`src/rtl/jam_pkg.sv`:
```
// Shared definitions for the assignment-search block: table port widths,
// worker count and the cost-port arbiter state encoding.
package jam_pkg;

    localparam int JAM_WJ_W   = 3;   // worker / job index width
    localparam int JAM_COST_W = 7;   // cost table data width
    localparam int JAM_NWORK  = 8;   // workers per permutation row

    typedef enum logic {
        IDLE = 1'b0,
        OWN  = 1'b1
    } arb_state_e;

endpackage

```
`src/rtl/rr_picker.sv`:
```
// Combinational round-robin picker: scans req_i starting at position ptr_i
// and returns the first requester found as a one-hot winner.
module rr_picker #(
    parameter int N  = 2,
    parameter int PW = (N > 1) ? $clog2(N) : 1
) (
    input  logic [N-1:0]  req_i,
    input  logic [PW-1:0] ptr_i,
    output logic [N-1:0]  win_o,
    output logic          any_o
);

    // Offset i is tried in order; the inner loop maps offset to position so
    // every bit select uses a constant index.
    always_comb begin
        win_o = '0;
        any_o = 1'b0;
        for (int i = 0; i < N; i++) begin
            for (int p = 0; p < N; p++) begin
                if (!any_o && (p == (int'(ptr_i) + i) % N) && req_i[p]) begin
                    win_o[p] = 1'b1;
                    any_o    = 1'b1;
                end
            end
        end
    end

endmodule

```
`src/rtl/cost_port_arbiter.sv`:
```
// Shares the single job-cost table port among NREQ search engines. An owner
// streams one burst of BURST beats; the arbiter supplies W, forwards J, and
// returns each Cost to the owner tagged with W and a last-beat flag.
module cost_port_arbiter
    import jam_pkg::*;
#(
    parameter int NREQ  = 2,
    parameter int BURST = JAM_NWORK
) (
    input  logic                     CLK,
    input  logic                     RST,
    input  logic [NREQ-1:0]          REQ,
    input  logic [NREQ-1:0]          REQ_VLD,
    input  logic [JAM_WJ_W*NREQ-1:0] REQ_J,
    output logic [NREQ-1:0]          GNT,
    output logic [JAM_WJ_W-1:0]      W,
    output logic [JAM_WJ_W-1:0]      J,
    input  logic [JAM_COST_W-1:0]    Cost,
    output logic [NREQ-1:0]          RSP_VLD,
    output logic [JAM_WJ_W-1:0]      RSP_W,
    output logic [JAM_COST_W-1:0]    RSP_COST,
    output logic                     RSP_LAST
);

    localparam int PW = (NREQ > 1) ? $clog2(NREQ) : 1;
    localparam logic [JAM_WJ_W-1:0] CNT_LAST = JAM_WJ_W'(BURST - 1);
    localparam logic [PW-1:0]       PTR_LAST = PW'(NREQ - 1);

    arb_state_e              state_q, state_d;
    logic [JAM_WJ_W-1:0]     cnt_q, cnt_d;
    logic [PW-1:0]           ptr_q, ptr_d;
    logic [NREQ-1:0]         gnt_q, gnt_d;
    logic [JAM_WJ_W-1:0]     w_q, w_d;
    logic [JAM_WJ_W-1:0]     j_q, j_d;
    logic [NREQ-1:0]         iss_q, iss_d;      // owner of the beat now on W/J
    logic [NREQ-1:0]         rsp_vld_q;
    logic [JAM_WJ_W-1:0]     rsp_w_q;
    logic [JAM_COST_W-1:0]   rsp_cost_q;
    logic                    rsp_last_q;

    logic [NREQ-1:0]         win;
    logic                    win_any;
    logic [PW-1:0]           win_idx;
    logic [PW-1:0]           nxt_ptr;
    logic [JAM_WJ_W-1:0]     owner_j;
    logic                    owner_req, owner_vld;
    logic                    beat, burst_end, abort_b, rearb;

    rr_picker #(.N(NREQ), .PW(PW)) u_pick (
        .req_i (REQ),
        .ptr_i (ptr_q),
        .win_o (win),
        .any_o (win_any)
    );

    // Encode the one-hot winner so the pointer can move just past it.
    always_comb begin
        win_idx = '0;
        for (int k = 0; k < NREQ; k++) begin
            if (win[k]) win_idx = PW'(k);
        end
        nxt_ptr = (win_idx == PTR_LAST) ? '0 : win_idx + 1'b1;
    end

    // Select the owner's job index; only the granted slice is ever used.
    always_comb begin
        owner_j = '0;
        for (int k = 0; k < NREQ; k++) begin
            if (gnt_q[k]) owner_j = REQ_J[JAM_WJ_W*k +: JAM_WJ_W];
        end
    end

    assign owner_req = |(REQ & gnt_q);
    assign owner_vld = |(REQ_VLD & gnt_q);
    assign beat      = (state_q == OWN) && owner_req && owner_vld;
    assign burst_end = beat && (cnt_q == CNT_LAST);
    assign abort_b   = (state_q == OWN) && !owner_req;
    // Burst end and abort re-arbitrate in the same cycle so no idle gap appears.
    assign rearb     = (state_q == IDLE) || burst_end || abort_b;

    // Next-state for the grant FSM, beat counter and table address registers.
    always_comb begin
        state_d = state_q;
        gnt_d   = gnt_q;
        ptr_d   = ptr_q;
        cnt_d   = cnt_q;
        w_d     = w_q;
        j_d     = j_q;
        iss_d   = '0;
        if (beat) begin
            w_d   = cnt_q;
            j_d   = owner_j;
            iss_d = gnt_q;
            cnt_d = burst_end ? '0 : cnt_q + 1'b1;
        end
        if (abort_b) cnt_d = '0;
        if (rearb) begin
            if (win_any) begin
                state_d = OWN;
                gnt_d   = win;
                ptr_d   = nxt_ptr;
            end else begin
                state_d = IDLE;
                gnt_d   = '0;
            end
        end
    end

    // Control and address registers; reset dominates.
    always_ff @(posedge CLK) begin
        if (RST) begin
            state_q <= IDLE;
            gnt_q   <= '0;
            ptr_q   <= '0;
            cnt_q   <= '0;
            w_q     <= '0;
            j_q     <= '0;
            iss_q   <= '0;
        end else begin
            state_q <= state_d;
            gnt_q   <= gnt_d;
            ptr_q   <= ptr_d;
            cnt_q   <= cnt_d;
            w_q     <= w_d;
            j_q     <= j_d;
            iss_q   <= iss_d;
        end
    end

    // Capture the table data one cycle after the address goes out; reset drops in-flight beats.
    always_ff @(posedge CLK) begin
        if (RST) begin
            rsp_vld_q  <= '0;
            rsp_w_q    <= '0;
            rsp_cost_q <= '0;
            rsp_last_q <= 1'b0;
        end else begin
            rsp_vld_q  <= iss_q;
            rsp_last_q <= (|iss_q) && (w_q == CNT_LAST);
            if (|iss_q) begin
                rsp_w_q    <= w_q;
                rsp_cost_q <= Cost;
            end
        end
    end

    assign GNT      = gnt_q;
    assign W        = w_q;
    assign J        = j_q;
    assign RSP_VLD  = rsp_vld_q;
    assign RSP_W    = rsp_w_q;
    assign RSP_COST = rsp_cost_q;
    assign RSP_LAST = rsp_last_q;

endmodule
```
`config.mk`:
```
export PLATFORM = sky130hd
export DESIGN_NAME = cost_port_arbiter
export DESIGN_NICKNAME = d
export VERILOG_FILES = /design/src/rtl/jam_pkg.sv /design/src/rtl/rr_picker.sv /design/src/rtl/cost_port_arbiter.sv
export SDC_FILE = /design/constraint.sdc
export NUM_CORES = 1
export LEC_CHECK = 0
export ABC_AREA = 1
export CORE_MARGIN = 2
export CORE_UTILIZATION = 46
export DETAILED_ROUTE_END_ITERATION = 6
export GPL_ROUTABILITY_DRIVEN = 0
export PLACE_DENSITY = 0.91
export SLEW_MARGIN = 20
export SYNTH_ARGS = -nofsm -noshare
export SYNTH_HDL_FRONTEND = slang
export SYNTH_SLANG_ARGS = --single-unit
```
`constraint.sdc`:
```
create_clock -name CLK -period 2.8 [get_ports CLK]
set_input_delay 0.84 -clock CLK [delete_from_list [all_inputs] [get_ports CLK]]
set_output_delay 0.84 -clock CLK [all_outputs]
set_load 0.03 [all_outputs]
```
## Word-level counts from Yosys, hierarchy flattened

Cells that the tools add are included.

- Memory bits (read-only): 0
- Latch bits: 0
- Bits in registers: 28
- Memories: 0
- Output and inout bits: 21
- Input port bits: 19
- Logic and storage cells: 62
- RAM bits: 0

- Shifts and indexed selects: 0
- Multipliers: 0
- Add/sub/neg operators: 3
- Reduce and logical (&&, ||, !) cells: 26
- Multiplexer cells: 14
- Equal/unequal tests: 3
- Div/mod/pow operators: 0
- $lt $le $gt $ge: 0
- Bitwise logic cells: 5

Operators by type and width:

| operator | count |
|---|---|
| $logic_not 32->1 | 2 |
| $logic_and 1x1->1 | 12 |
| $mux 1 | 10 |
| $reduce_or 2->1 | 5 |
| $mux 3 | 3 |
| $eq 3x3->1 const B | 2 |
| $and 2x2->2 | 2 |
| $logic_not 1->1 | 4 |
| $add 3x1->3 const B | 1 |
| $add 1x1->1 const B | 2 |
| $eq 2x2->1 const A | 1 |
| $logic_or 1x1->1 | 2 |
| $mux 2 | 1 |
| $not 1->1 | 2 |
| $reduce_and 2->1 | 1 |
| $and 1x1->1 const A | 1 |

## Longest topological paths before layout

Gate-level depths: netlist of run 1.

- Depth after elaboration: 18
- Gate-level depth with buffers: 8
- Mapped depth without buffers: 7

## Hierarchy

A second synthesis of run 1 with hierarchy kept.

- Cells, all modules: 149
- Area, all modules: 1116.1 um2

Modules (own cells, without submodules):

| module | sequential area each (um2) | cells each | area an instance (um2) | instances |
|---|---|---|---|---|
| cost_port_arbiter | 560.5 | 143 | 1091.0 | 1 |
| rr_picker | 0.0 | 6 | 25.0 | 1 |

## Least setup slack after synthesis of run 1

OpenSTA, ideal clock, no wires.

- Path kind: input -> register
- Start: input REQ[0]
- End: register cnt_q[0]
- Setup time: 0.114 ns
- Arrival time: 1.421 ns
- Setup slack: 1.265 ns
- Buffers on the path: 1
- Stages on the path: 8
- Cells stage by stage: nand2_1 -> nand2_1 -> nand2_2 -> nor2_4 -> buf_6 -> nand2_2 -> nand2_1 -> nor2_1

- Word-level cells in the longest chain between the ends: 6

Ends and longest elaborated chain:

| what | RTL line | source |
|---|---|---|
| start: declaration | cost_port_arbiter.sv:12 | `input logic [NREQ-1:0] REQ,` |
| $and 2x2->2 (*) | cost_port_arbiter.sv:73 | `assign owner_req = \|(REQ & gnt_q);` |
| $reduce_or 2->1 (*) | cost_port_arbiter.sv:73 |  |
| $logic_and 1x1->1 (2 in series) | cost_port_arbiter.sv:75 | `assign beat = (state_q == OWN) && owner_req && owner_vld;` |
| $logic_and 1x1->1 | cost_port_arbiter.sv:76 | `assign burst_end = beat && (cnt_q == CNT_LAST);` |
| $mux 3 | cost_port_arbiter.sv:94 | `cnt_d = burst_end ? '0 : cnt_q + 1'b1;` |
| end signal: assignment | cost_port_arbiter.sv:123 | `cnt_q <= cnt_d;` |
| end: declaration | cost_port_arbiter.sv:30 | `logic [JAM_WJ_W-1:0] cnt_q, cnt_d;` |

Every way passes the cells marked *; elsewhere a longest branch is shown, timed or not.
A chain may end at the register's enable or synchronous reset.

## Worst setup path after layout of run 1

- Start: register gnt_q[1] (netlist: GNT[1])
- End: output GNT[1]

RTL lines:

| what | RTL line | source |
|---|---|---|
| start: declaration | cost_port_arbiter.sv:32 | `logic [NREQ-1:0] gnt_q, gnt_d;` |
| start signal: assignment | cost_port_arbiter.sv:121 | `gnt_q <= gnt_d;` |
| end: declaration | cost_port_arbiter.sv:15 | `output logic [NREQ-1:0] GNT,` |

No word-level cell between the ends.

==> results of run 1 <==
-- metal layers --
layer / track usage / vias to the layer above / part of all wire
met4: 0.07265 / 0 / 0.0041
met3: 0.04520 / 2 / 0.089
met1: 0.2234 / 480 / 0.42
met5: 0 / - / 0
li1: - / 538 / -
met2: 0.3458 / 52 / 0.48
-- path summary, 6_finish.rpt --
check | startpoint | to | cells after the start
worst max-delay path | GNT[1] | GNT[1] | 1
worst min-delay path | iss_q[1] | RSP_VLD[1] | 2
worst max register to register | GNT[0] | W[2] | 7
worst min register to register | iss_q[1] | RSP_VLD[1] | 2
-- kinds of logic after synthesis --
kind of cell | share of synthesized area
and+or+nand+nor | 0.2727
DFF | 0.5091
AOI/OAI and AO/OA | 0.1250
buffers and inverters | 0.07045
adders and majority gates | 0.02272
-- sequential cells by signal (all words and copies together), names as in the netlist --
register / count
GNT: 2
J: 3
RSP_COST: 7
RSP_LAST: 1
RSP_VLD: 2
RSP_W: 3
W: 3
cnt_q: 3
iss_q: 2
ptr_q: 1
state_q: 1
-- worst min-delay path, delay by kind of cell, from the launching register on --
family / cells / cell delay, ns
simple gates: 1 / 0.03
buf+inv: 1 / 0.05
flops: 1 / 0.35
-- report_power, final --
| part | switching (mW) | total, mW | internal [mW] |
|---|---|---|---|
| clock | 0.110 | 0.189 | 0.0794 |
| combinational | 0.0338 | 0.0710 | 0.0372 |
| sequential | 0.00671 | 0.411 | 0.404 |
-- stage by stage --
stage	cells	setup slack, ns	power (mW)	hold slack (ns)	utilization
final	212	0.3922	0.6705	0.4456	0.6919
after global routing	212	0.3344	0.7011	0.4797	0.6919
after CTS	212	0.4020	0.6748	0.4471	0.6919
after detailed placement	208	0.5457	0.4890	0.4283	0.6756
after global placement	208	0.6076	0.4884	0.4248	0.6756
after floorplan	144	1.265	0.4510	0.4145	-
-- cell usage in the layout, fill, tap and decap left out, types with 3 or more instances in the layout --
cell type        count
a21oi_1              8
clkbuf_4             3
clkdlybuf4s50_1     39
dfxtp_1             28
inv_1               12
nand2_1             24
nand2_2              3
nand3_1              6
nor2_1              31
o21ai_0             10
o21ai_1              6
-- cell type report --
class,count,area share
Sequential cell,28,0.3628
Multi-Input combinational cell,98,0.2996
Timing Repair Buffer,40,0.2575
Inverter,14,0.03401
Clock buffer,4,0.02348
Tap cell,28,0.02267
==> key figures, run 1 <==
Clocking
  – Clock slew at reported path FFs: 0.14 ns
  – CTS max path bufs: 2
  – Clk Latency, worst-skew pair: 0.32 ns
  – Root buffer cell: clkbuf_4
  – CTS tree: built
  – Post-CTS Repair Setup Buffers: 0
  – Htree depth: 1
  – Cts hold-fix bufs: 0
  – Clock tree sinks: 28
  – Clock buffer count from CTS: 3
  – Post_cts resized: 0

Power
  – Pwr/cell area: 433.9 nW/um^2
  – Leak: 0.6460 nW
  – VDD IR max: 0.2525 mV

STA
  – Clock Skew: 0.004516 ns
  – Final setup TNS: 0 ns
  – Setup Viol. Count Final: 0
  – Max Freq: 415.3 MHz
  – Fin. max-slew vios: 0
  – Max_slew headroom: 0.7005
  – Final Hold Viols: 0
  – Slew @ Worst Pin: 0.4487 ns
  – Minimum clock period: 2.408 ns
  – RSZ-0062 raised after global routing: false
  – Fin crit share: 0.8599

Die
  – I/O pin count: 40
  – Die width: 52.93 microns
  – Row count: 17
  – Die Y: 52.93 microns
  – Die Area: 2801 sq um
  – Core area: 2233 sq um
  – Effective utilization at floorplan: 0.4930

Synthesis
  – Async SR Flop Fraction: 0
  – Synth area leaders: dfxtp_1, nor2_1, nand2_1
  – Top-count cell post-synth: nor2_1
  – Synth unique cells: 21
  – Ys Warns: 0
  – Synth area leader: dfxtp_1
  – Syn_nets: 165
  – Main synth FF type: dfxtp_1
  – Post-Syn Area: 1101 sq um
  – Mapped Avg Cell Area: 7.646 sq um
  – Synthesized flop and latch total: 28
  – EDFF count, synth: 0
  – Top cells by count, synth: nor2_1, dfxtp_1, nand2_1
  – Sequential area share after synthesis: 0.5091
  – Post-Synthesis Cells: 144
  – Share of the synthesized area in the top cell type: 0.5091

Final layout
  – Design area: 1545 sq um
  – Multi-input gate area: 462.9 sq um
  – Fill count: 167
  – Diodes inserted: 0
  – Share of layout cells above drive strength 1: 0.08152
  – NumNets Final: 206
  – Register area: 560.5 sq um
  – Area Overhead vs Synth: 40.34%

Critical path
  – CP arrival: 1.57 ns
  – Delay-heaviest family, CP: buffers and inverters
  – Critical path's largest stage delay: 0.73 ns
  – Crit Path Max Fanout: 8
  – Slowest stage cell, crit path: clkdlybuf4s50_1
  – Crit path capture type: primary output
  – Crit path launch type: flip-flop
  – WP data required: 1.96 ns
  – Critical path cell sequence: clkdlybuf4s50_1
  – CP bufs+invs: 1
  – Reg2Reg Setup Slack: 1.32 ns
  – Setup CP Type: flip-flop to primary output

GRT
  – Grt ovf: 0
  – Largest net degree at the start of global routing: 18
  – All-Layer GR Usage: 0.1941
  – Vias in the first global route: 968
  – First-pass GRT wire length: 4002 microns
  – Initial antenna violation count: 0

Job
  – Max-cap violations: 0

Drt
  – Routed Antenna Nets: 0
  – Drt total wl: 2461 microns
  – First-pass detailed-route iteration total: 4
  – Initial drt markers: 33
  – Via density: 5.057
  – DR vias: 1,072
  – Residual DRC: 0
  – Wire per inst: 11.61 microns

Run status
  – Status: finished, final reports clean

Min path
  – Hold Crit Class: flip-flop to flip-flop

Placement
  – Placed cell area: 1509 sq um
  – Port buffer count: 39
  – DP HPWL: 1826 microns
No activity file was read; power rests on OpenSTA's default activity.
==> inputs of run 2 (changes only) <==
--- a/config.mk
+++ b/config.mk
@@ -7,11 +7,12 @@
 export LEC_CHECK = 0
 export ABC_AREA = 1
 export CORE_MARGIN = 2
-export CORE_UTILIZATION = 46
+export CORE_UTILIZATION = 47
 export DETAILED_ROUTE_END_ITERATION = 6
+export DONT_BUFFER_PORTS = 1
 export GPL_ROUTABILITY_DRIVEN = 0
-export PLACE_DENSITY = 0.91
-export SLEW_MARGIN = 20
+export PLACE_DENSITY = 0.71
+export SLEW_MARGIN = 10
 export SYNTH_ARGS = -nofsm -noshare
 export SYNTH_HDL_FRONTEND = slang
 export SYNTH_SLANG_ARGS = --single-unit
==> key figures, run 2 (synthesis results as in run 1) <==
Clocking
  – Root buffer cell: clkbuf_4
  – Post-CTS Repair Setup Buffers: 0 (unchanged)
  – Clock buffer count from CTS: 3 (unchanged)
  – Htree depth: 1 (unchanged)
  – Clk Latency, worst-skew pair: 0.31 ns (about the same)
  – Post_cts resized: 0 (unchanged)
  – Clock slew at reported path FFs: 0.14 ns (about the same)
  – Clock tree sinks: 28 (unchanged)
  – Cts hold-fix bufs: 0 (unchanged)
  – CTS tree: built
  – CTS max path bufs: 2 (unchanged)

Final layout
  – Diodes inserted: 0 (unchanged)
  – Final Core Density: 0.5260 (-0.1659)
  – Area Overhead vs Synth: 5.682%
  – NumNets Final: 166 (-19%)
  – Max FFs per register: 7 (unchanged)
  – Fill count: 222 (+33%)
  – Share of layout cells above drive strength 1: 0.09722 (+0.01570)
  – Most frequent cells in the layout: nor2_1, dfxtp_1, nand2_1
  – Design area: 1164 sq um (-25%)
  – Commonest non-fill, non-tap cell in the layout: nor2_1
  – Final cell count without fillers: 172 (-19%)

STA
  – RSZ-0062 raised after global routing: false
  – Fin crit share: 0.6525 (-0.2074)
  – Max_slew headroom: 0.6490 (-0.05157)
  – PnR worst setup slack: 0.9730 ns (+0.5809 ns)
  – Final setup TNS: 0 ns (unchanged)
  – Minimum clock period: 1.827 ns (-0.5809 ns)
  – Max Freq: 547.4 MHz (+32%)
  – Final Hold Viols: 0 (unchanged)
  – Fin. max-slew vios: 0 (unchanged)
  – Slew @ Worst Pin: 0.5258 ns (+0.07713 ns)
  – Hold_ws: 0.4449 ns (-0.0006770 ns)
  – Clock Skew: 0.006981 ns (+0.002465 ns)
  – Setup Viol. Count Final: 0 (unchanged)

Run status
  – Status: finished, final reports clean

GRT
  – First-pass GRT wire length: 3318 microns (-17%)
  – All-Layer GR Usage: 0.1626 (-0.03158)
  – Vias in the first global route: 791 (-18%)
  – Grt ovf: 0 (unchanged)
  – Initial antenna violation count: 0 (unchanged)
  – Largest net degree at the start of global routing: 18 (unchanged)

Die
  – Die width: 52.40 microns (-0.99%)
  – Die Y: 52.40 microns (-0.99%)
  – Die Area: 2746 sq um (-2.0%)
  – Effective utilization at floorplan: 0.4977 (+0.004740)
  – Row count: 17 (unchanged)
  – I/O pin count: 40 (unchanged)
  – Core area: 2212 sq um (-0.95%)

Drt
  – Routed Antenna Nets: 0 (unchanged)
  – Wire per inst: 11.90 microns (+2.5%)
  – Drt total wl: 2046 microns (-17%)
  – Residual DRC: 0 (unchanged)
  – Via density: 5.035 (-0.43%)
  – Initial drt markers: 12 (-64%)
  – First-pass detailed-route iteration total: 4 (unchanged)
  – DR vias: 866 (-19%)

Critical path
  – Reg2reg end: J[1]
  – Reg-to-Reg Start: GNT[0]
  – Reg2Reg Setup Slack: 1.12 ns (-0.20 ns)
  – Setup CP Type: flip-flop to primary output
  – Crit Path Max Fanout: 8 (unchanged)
  – Worst r2r path cells: 7 (unchanged)
  – Crit path capture type: primary output
  – Crit path launch type: flip-flop
  – CP arrival: 0.99 ns (-0.58 ns)
  – WP data required: 1.96 ns (about the same)

Job
  – Max-cap violations: 0 (unchanged)

Min path
  – Hold Path Depth: 2 (unchanged)
  – Min-delay src: iss_q[0]
  – Worst Hold Path EP: RSP_VLD[0]
  – Hold Crit Class: flip-flop to flip-flop

Placement
  – Port buffer count: 0 (-100%)
  – Placed Instances: 168 (-19%)
  – DP HPWL: 1544 microns (-15%)
  – Placed cell area: 1111 sq um (-26%)
  – Pre-CTS WS: 1.043 ns (+0.4973 ns)

Power
  – Overall power: 700.8 uW (+4.5%)
  – VDD IR max: 0.3076 mV (+22%)
  – Pwr/cell area: 602.2 nW/um^2 (+39%)
  – Leak: 0.5062 nW (-22%)
-- run 2: cell count changes in the layout (fill, tap and decap cells not counted) --
cell,change
buf_4,-1
bufinv_16,+1
clkbuf_8,-1
clkdlybuf4s50_1,-39
-- run 2: metal layers --
layer,GRT usage,vias to the layer above,share of wire,wire length (microns)
li1,-,456,-,-
met1,0.1836,386,0.43,877
met2,0.2979,22,0.50,1014
met3,0.03429,2,0.068,139
met4,0.05556,0,0.0068,14
met5,0,-,0,0
-- run 2: layout make-up --
type,count,area [sq um],area share
Inverter,14,52.55,0.04516
Clock inverter,1,30.03,0.02581
Tap cell,28,35.03,0.03011
Clock buffer,3,22.52,0.01935
Multi-Input combinational cell,98,462.9,0.3978
Sequential cell,28,560.5,0.4817
-- run 2: worst max-delay path by stage --
stage | cells past startpoint | from | end
4_1_cts | 0 | GNT[1] | GNT[1]
6_report | 0 | GNT[1] | GNT[1]
2_1_floorplan | 8 | REQ[0] | cnt_q[0]
3_3_place_gp | 7 | REQ[0] | J[1]
5_1_grt | 0 | GNT[0] | GNT[0]
3_5_place_dp | 7 | REQ[0] | J[1]
-- run 2: report_power, final --
group | internal (mW) | switching, mW
Combinational | 0.00994 | 0.0198
Clock | 0.145 | 0.110
Sequential | 0.404 | 0.0129
Total | 0.558 | 0.142
